==> src/rtl/mem_wb_pipe.sv <==
// MEM/WB pipeline register with stall hold, bubble insertion and flush.
// It also counts the instructions that enter write-back.
module mem_wb_pipe #(
    parameter int unsigned DATA_W    = 32,
    parameter int unsigned ADDR_W    = 5,
    parameter int unsigned STALL_W   = 6,
    parameter int unsigned STAGE_IDX = 4,
    parameter int unsigned CNT_W     = 32
) (
    input  logic               clk,
    input  logic               rst,
    input  logic [STALL_W-1:0] stall,
    input  logic               flush,
    input  logic               mem_valid,
    input  logic               mem_wreg,
    input  logic [ADDR_W-1:0]  mem_wd,
    input  logic [DATA_W-1:0]  mem_wdata,
    input  logic               mem_whilo,
    input  logic [DATA_W-1:0]  mem_hi,
    input  logic [DATA_W-1:0]  mem_lo,
    input  logic               mem_llbit_we,
    input  logic               mem_llbit_value,
    output logic               wb_valid,
    output logic               wb_wreg,
    output logic [ADDR_W-1:0]  wb_wd,
    output logic [DATA_W-1:0]  wb_wdata,
    output logic               wb_whilo,
    output logic [DATA_W-1:0]  wb_hi,
    output logic [DATA_W-1:0]  wb_lo,
    output logic               wb_llbit_we,
    output logic               wb_llbit_value,
    output logic [CNT_W-1:0]   retired
);

    logic w_s_mem;
    logic w_s_wb;
    logic w_clear;
    logic w_load;

    assign w_s_mem = stall[STAGE_IDX];
    assign w_s_wb  = stall[STAGE_IDX+1];
    // Bubble shares the clear path with reset and flush.
    assign w_clear = rst || flush || (w_s_mem && !w_s_wb);
    assign w_load  = !w_s_mem;

    logic              r_valid;
    logic              r_wreg;
    logic [ADDR_W-1:0] r_wd;
    logic [DATA_W-1:0] r_wdata;
    logic              r_whilo;
    logic [DATA_W-1:0] r_hi;
    logic [DATA_W-1:0] r_lo;
    logic              r_llbit_we;
    logic              r_llbit_value;
    logic [CNT_W-1:0]  r_retired;

    always_ff @(posedge clk) begin
        if (w_clear) begin
            r_valid       <= 1'b0;
            r_wreg        <= 1'b0;
            r_wd          <= '0;
            r_wdata       <= '0;
            r_whilo       <= 1'b0;
            r_hi          <= '0;
            r_lo          <= '0;
            r_llbit_we    <= 1'b0;
            r_llbit_value <= 1'b0;
        end else if (w_load) begin
            r_valid       <= mem_valid;
            r_wreg        <= mem_wreg;
            r_wd          <= mem_wd;
            r_wdata       <= mem_wdata;
            r_whilo       <= mem_whilo;
            r_hi          <= mem_hi;
            r_lo          <= mem_lo;
            r_llbit_we    <= mem_llbit_we;
            r_llbit_value <= mem_llbit_value;
        end
    end

    always_ff @(posedge clk) begin
        if (rst) begin
            r_retired <= '0;
        end else if (!flush && w_load && mem_valid) begin
            r_retired <= r_retired + 1'b1;
        end
    end

    assign wb_valid       = r_valid;
    assign wb_wreg        = r_wreg;
    assign wb_wd          = r_wd;
    assign wb_wdata       = r_wdata;
    assign wb_whilo       = r_whilo;
    assign wb_hi          = r_hi;
    assign wb_lo          = r_lo;
    assign wb_llbit_we    = r_llbit_we;
    assign wb_llbit_value = r_llbit_value;
    assign retired        = r_retired;

endmodule

==> config.mk <==
export PLATFORM = sky130hd
export DESIGN_NAME = mem_wb_pipe
export DESIGN_NICKNAME = d
export VERILOG_FILES = /design/src/rtl/mem_wb_pipe.sv
export SDC_FILE = /design/constraint.sdc
export NUM_CORES = 1
export LEC_CHECK = 0
export CORE_AREA = 2 2 116 118
export CTS_CLUSTER_DIAMETER = 80
export DETAILED_ROUTE_END_ITERATION = 10
export DIE_AREA = 0 0 118 120
export PLACE_DENSITY = 0.8
export RECOVER_POWER = 50
export SYNTH_ARGS = -nofsm -noshare
export SYNTH_HDL_FRONTEND = slang
export SYNTH_SLANG_ARGS = --single-unit
export TNS_END_PERCENT = 20
==> constraint.sdc <==
create_clock -name clk -period 2.9 [get_ports clk]
set_clock_uncertainty 0.2 [all_clocks]
set_input_delay 0.58 -clock clk [delete_from_list [all_inputs] [get_ports clk]]
set_output_delay 0.58 -clock clk [all_outputs]
set_load 0.05 [all_outputs]
* Word level (Yosys, flattened, before mapping)
Index checks and enable logic that the tools add are counted.
** Cells by class
- Reductions and logical operators :: 8
- Add/sub/neg operators :: 1
** Operator list (count)
- $add 32x1->32 const B :: 1
- $logic_and 1x1->1 :: 3
- $logic_not 1->1 :: 3
- $logic_or 1x1->1 :: 2
** Word-level totals
- Input bits :: 115
- Output and inout bits :: 138
- Word-level logic and storage cells :: 19
- Bits in registers :: 138

* Logic depth before layout (Yosys ltp)
- Depth in word-level cells :: 3
- Mapped depth :: 7
- Gate-level depth less buffers :: 5

* Least setup slack after synthesis
OpenSTA, ideal clock, no wires.
- Path type :: reg-to-reg
- Start :: reg r_retired[0] (netlist: retired[0])
- End :: reg r_retired[24] (netlist: retired[24])
- Cell stages (with the launch flop) :: 8
- Data arrival time :: 2.284 ns
- Path buffers :: 2
- Required time :: 2.630 ns
- Clock period less this slack :: 2.554 ns
- Path slack :: 0.346 ns
- Library setup time :: 0.070 ns
- Cells stage by stage :: dfxtp_1 > ha_1 > nand4_1 > or4_1 > buf_2 > buf_6 > or3_1 > a21oi_1
** Between the ends
- Longest elaborated chain between the ends :: 1
** RTL lines
- from (decl) :: line 55 : logic [CNT_W-1:0] r_retired;
- from (signal assigned) :: line 85 : r_retired <= r_retired + 1'b1;
- $add 32x1->32 :: line 85
No other way between the ends.
A chain may end at the register's enable or synchronous reset.

* Worst setup path after layout
- Start :: in mem_valid
- End :: reg r_retired[14] (netlist: retired[14])
** Between the ends
- Longest elaborated chain between the ends :: 1
** RTL lines
- from (decl) :: line 14 : input logic mem_valid,
- $logic_and 1x1->1 :: line 84 : end else if (!flush && w_load && mem_valid) begin
No other way between the ends.

==> qor.yml <==
num_rows: 42
yosys_warnings: 0
r2r-start: "retired[0]"
clockRootBuffer: "clkbuf_16"
yosys.area.top_type: "dfxtp_1"
core_um2: 13000
synth_area_um2: 5200
p_switching_mw: 1.10
reg2reg_depth: 7
grt_pass1_vias: 4761
num_antenna_cells: 0
drive_gt1_share_pct: 5.23
insertion_delay_ps: 410
cts_buffer_depth: 2
die_area_um2: 14200
synthTopCellsByArea: "dfxtp_1 (53%), mux2i_1 (20%), nor2_1 (8.4%), a21oi_1 (2.2%), or4_1 (1.6%)"
crit_path_end_kind: "flip-flop"
track_usage_pct: 20.5
fmax_mhz: 374
antenna_found_initial: 0
h-tree-depth: 4
cts_buffers: 17
hold_path_depth: 2
crit_buf_inv: 3
critical_path_class: "in -> reg"
placedCellCount: 928
start_util_pct: 40.1
r2r_slack_ps: 530
outcome: "complete, no violations"
nets: 887
critPathTopFamily: "simple AND/OR/NAND/NOR gates"
critPathMaxFanout: 15
min_path_type: "reg -> reg"
p_int_mw: 3.53
rsz0062_at_grt: "false"
worst_setup_path_start_kind: "input port"
synth_fp_nets: 641
grt_pass1_wl_um: 23000
r2r_end: "retired[14]"
report.final.hold_viol_count: 0
synth_cells: 525
crit_chain: "dlygate4sd3_1 -> or3b_1 -> or4_1 -> buf_4 -> buf_4 -> or3_1 -> a21oi_1"
grt-ovfl-total: 0
cp_common_cell: "buf_4"
syn2layout_area_growth_pct: 62.7
pwr-share-clk_pct: 45.3
post-route-drc-count: 0
detail-route-antenna-nets: 0
synth_top_area_share_pct: 53.1
post-route-period-util_pct: 92.2
pwr-share-seq_pct: 42.3
ys_seq_elements: 138
ios: 253
routed_via_density: 4.94
maxCapViolCount: 0
cts_resized: 0
post-cts-setup-buffers: 0
seq_area_um2: 2760
setup_viol: 0
multiInputGateArea_um2: 2290
crit_slowest_cell: "dlygate4sd3_1"
period_needed_ps: 2670
fin_cells: 960
p_comb_share_pct: 12.4
grt_start_max_net_pins: 109
die_w_um: 118
wl_per_cell_um: 15.3
cts_hold_buf: 0
synth_cell_types: 28
firstDrtPassIters: 4
die_h_um: 120
vias: 4742
ys_seq_area_share_pct: 53.1
cts_tree: "built"
power.leakage_nw: 3.30
fin_util_pct: 65.2
cts.sinks: 138
slew_headroom_pct: 13.3
max-vdd-ir-drop_mv: 0.422
slowest_delay_ps: 540
fillers: 1042
swShare_pct: 23.9
cellPowerDensity_nw_per_um2: 547
portBuffers: 248
min_to: "retired[31]"
critPathRequiredTime_ps: 3040
globalplace.congestion: 0.812
holdCritStartpoint: "retired[31]"
path_clk_slew_ps: 60
syn-mean-instance-area_um2: 9.90
worstPathArrival_ps: 2810
tightest_slew_ps: 1300
hpwl_um: 10700
tns_ps: 0
wl_um: 14700
drt_iter0_drc: 180
report.final.slew_viol_count: 0
-- cell usage in the layout (no fill, tap or decap), types with 5 or more instances in the layout --
cell               n
clkdlybuf4s50_1  232
o31ai_1            9
nand3_1           10
clkbuf_16         17
a21oi_1           23
xnor2_1            6
clkbuf_1           6
nand2_1           11
nor2_1           116
or4_1             11
dlygate4sd3_1     15
mux2i_1          106
buf_4              7
and4_1             5
or3_1             13
nand4_1           10
o21ai_0           13
dfxtp_1          138
-- metal layers --
layer	track usage, %	share of wire (%)	vias up
li1	-	-	2319
met1	21.0	38	2221
met4	9.19	2.3	0
met5	0	0	-
met3	8.41	8.1	27
met2	36.5	52	175
-- cells in the mapped netlist, drive strengths merged --
| master | number |
|---|---|
| or4 | 11 |
| a21oi | 23 |
| nor2 | 116 |
| clkbuf | 16 |
| or3b | 1 |
| nor3 | 2 |
| mux2i | 106 |
| xnor2 | 6 |
| nand4 | 10 |
| o21ai | 14 |
| nand3 | 10 |
| xor2 | 3 |
| nor4 | 1 |
| dfxtp | 138 |
| inv | 4 |
| buf | 18 |
| and3 | 2 |
| and4 | 5 |
| or3 | 13 |
| ha | 1 |
| o31ai | 9 |
| and2 | 2 |
| nand2 | 11 |
| nand4b | 2 |
| nor3b | 1 |
-- layout make-up --
class / count / share of cell area, %
inverters: 4 / 0.178
flip-flops and latches: 138 / 32.7
multi-input cells: 349 / 27.1
well taps: 176 / 2.60
clock inverters: 11 / 1.42
clock buffers: 21 / 5.44
repair buffers: 261 / 30.6
-- state kept, by name, indices dropped and copies added, names as in the netlist --
signal          count
retired            32
wb_llbit_value      1
wb_wd               5
wb_wreg             1
wb_whilo            1
wb_lo              32
wb_wdata           32
wb_valid            1
wb_hi              32
wb_llbit_we         1
-- kinds of logic after synthesis --
| kind of cell | share of synthesized area [%] |
|---|---|
| flip-flops | 53.1 |
| AO/OA/AOI/OAI | 4.86 |
| buffers and inverters | 2.96 |
| multiplexers | 20.4 |
| XOR/XNOR | 1.52 |
| AND/OR/NAND/NOR | 16.9 |
| adder cells (fa/ha/maj) | 0.241 |
-- worst max path at each step --
stage	slack, ps	endpoint	startpoint	cells after the start
after floorplan	350	retired[24]	retired[0]	7
after global placement	-90	retired[14]	mem_valid	7
after detailed placement	-130	retired[14]	mem_valid	7
after CTS	310	retired[14]	mem_valid	7
after global routing	160	retired[14]	mem_valid	7
final	230	retired[14]	mem_valid	7
-- worst reg2reg max path, stage by stage, from the launching register on --
cell and delay, ps:
dfxtp_1 410, ha_1 220, nand4_1 150, or4_1 540
buf_4 200, buf_4 150, or3_1 300, a21oi_1 140
-- metrics by stage --
step	hold WS (ps)	instance area, um2	setup WS (ps)	power, mW
6_report	281	8460	226	4.63
5_1_grt	315	8460	156	4.79
4_1_cts	280	8490	307	4.68
3_5_place_dp	273	7910	-128	2.58
3_3_place_gp	265	7910	-90.5	2.57
2_1_floorplan	501	5200	346	2.30
-- power groups by stage --
| stage | sequential, mW | clock [mW] | combinational [mW] |
|---|---|---|---|
| final | 1.96 | 2.10 | 0.572 |
| after global routing | 1.97 | 2.22 | 0.604 |
| after CTS | 1.96 | 2.14 | 0.581 |
| after detailed placement | 2.00 | 0 | 0.577 |
| after global placement | 2.00 | 0 | 0.568 |
| after floorplan | 2.14 | 0 | 0.160 |
Note: power is estimated with default switching activity, not from simulation.
==> edit: new RTL, same flow settings <==
Register the output `retired` once more, without a reset; this adds one clock of latency there. The other outputs are not delayed to match.
--- a/src/rtl/mem_wb_pipe.sv
+++ b/src/rtl/mem_wb_pipe.sv
@@ -97,3 +97,5 @@
     assign wb_llbit_value = r_llbit_value;
-    assign retired        = r_retired;
+    always_ff @(posedge clk) begin
+        retired <= r_retired;
+    end
 
Check against the original RTL: not equivalent (Yosys sat finds a counterexample within 4 cycles, from zero or initial values and one cycle with rst high).
==> edit against the original RTL <==
Sequential power is 22% higher; worst setup slack better by 210 ps; synthesized area is 14% higher; highest routed layer unchanged; power is 14% higher; die area stayed put; design area is 8.2% higher; sequential cell count is 32 higher; final cell count is 3.2% higher; routed wire length is 8.5% higher.
==> edit: results (changes against the original RTL) <==
| Metric | Value |
|---|---|
| Outcome | `complete, no violations` |
| Synth cell count leaders | `dfxtp_1 (170), nor2_1 (118), mux2i_1 (105)` |
| Netlist cell types | `35 (+25%)` |
| Fill cells | `980 (-6.0%)` |
| Largest stage delay on the critical path | `600 ps (+60 ps)` |
| Total track usage | `22.4% (+1.9 points)` |
| Worst VDD drop | `0.381 mV (-9.9%)` |
| Inst Count DP | `959 (+3.3%)` |
| M2 GR Usage | `40.0% (+3.5 points)` |
| DPL Wire Length | `11.4 mm (+6.9%)` |
| CP arrival | `2620 ps (-190 ps)` |
| Vias per cell | `5.04 (+2.0%)` |
| Main area contributors after synthesis | `dfxtp_1 (57%), mux2i_1 (18%), nor2_1 (7.5%)` |
| Hold EP | `retired[31]` |
| Class of the worst hold path | `reg -> reg` |
| WL/cell | `16.1 um (+5.1%)` |
| Seq/Total Area, Yosys | `57.3% (+4.1 points)` |
| Min-delay src | `r_retired[31]` |
| Synth Area per Inst | `10.6 sq um (+7.0%)` |
| Worst rel slew slack | `28.3% (+15 points)` |
| Hold-critical path depth | `0 (-2)` |
| Nets | `918 (+3.5%)` |
| Layout cell share with drive strength beyond 1 | `5.15% (-0.076 points)` |
| Global-route track usage on met3 | `10.8% (+2.4 points)` |
| Worst R2R Path Depth | `5 (-2)` |
| GPL Wtd Cong | `0.771 (-5.1%)` |
| Worst r2r dst | `r_retired[29]` |
| WHS | `172 ps (-109 ps)` |
| Reg-to-Reg Start | `r_retired[8]` |
| Met1 usage | `22.6% (+1.6 points)` |
| Initial antenna violation count | `0 (unchanged)` |
| Register-to-register setup slack | `590 ps (+60 ps)` |
| CP max FO | `10 (-5)` |
| Largest net degree at the start of global routing | `59 (-46%)` |
| Syn nets | `677 (+5.6%)` |
| Global-route wire length before repair | `25.0 mm (+8.4%)` |
| Routed wire length | `15.9 mm (+8.5%)` |
| LEAKAGE | `0.00356 uW (+7.9%)` |
| Post_cts resized | `0 (unchanged)` |
| CTS root buffer | `clkbuf_16` |
| DRT iter0 DRCs | `285 (+58%)` |
| Vias in the first global route | `5075 (+6.6%)` |
## edit: logic make-up (layout without fill, tap and decap cells)
| group | after synthesis | in the layout | share of synthesized area [%] |
|---|---|---|---|
| AOI/OAI and AO/OA | 44 | 44 | 4.34 |
| xor gates and xnor gates | 10 | 10 | 1.47 |
| adders and majority gates | 1 | 1 | 0.210 |
| buffers and inverters | 40 | 294 | 3.18 |
| DFF | 170 | 170 | 57.3 |
| muxes | 106 | 106 | 17.9 |
| and+or+nand+nor | 190 | 190 | 15.7 |
## edit: worst max-delay path by stage
stage,depth (start not counted),to,start,slack [ps]
2_1_floorplan,6,r_retired[30],stall[4],830
3_3_place_gp,6,r_retired[18],mem_valid,200
3_5_place_dp,6,r_retired[30],mem_valid,150
4_1_cts,1,wb_lo[9],wb_lo[9],470
5_1_grt,5,r_retired[2],stall[4],260
6_report,6,r_retired[29],flush,440
## edit: cell type report
type	instances	area share (%)
Sequential cell	170	37.2
Timing Repair Buffer	257	27.8
Multi-Input combinational cell	351	25.7
Clock buffer	21	5.14
Tap cell	176	2.41
Clock inverter	11	1.46
Inverter	5	0.205
## edit: layer usage
| layer | vias to the layer above | routed length [um] |
|---|---|---|
| li1 | 2422 | - |
| met1 | 2352 | 5900 |
| met2 | 197 | 8330 |
| met3 | 20 | 1430 |
| met4 | 0 | 250 |
| met5 | - | 0 |
## edit: power breakdown
group	switching (uW)	internal (uW)
clock network	937	1350
logic	294	275
registers	23.4	2380
total	1250	4000
## edit: stage by stage
step	cell area (sq um)	setup WS (ps)
floorplan	5940	829
global placement	8570	200
detailed placement	8570	150
CTS	9170	467
global route	9150	261
finish	9150	437
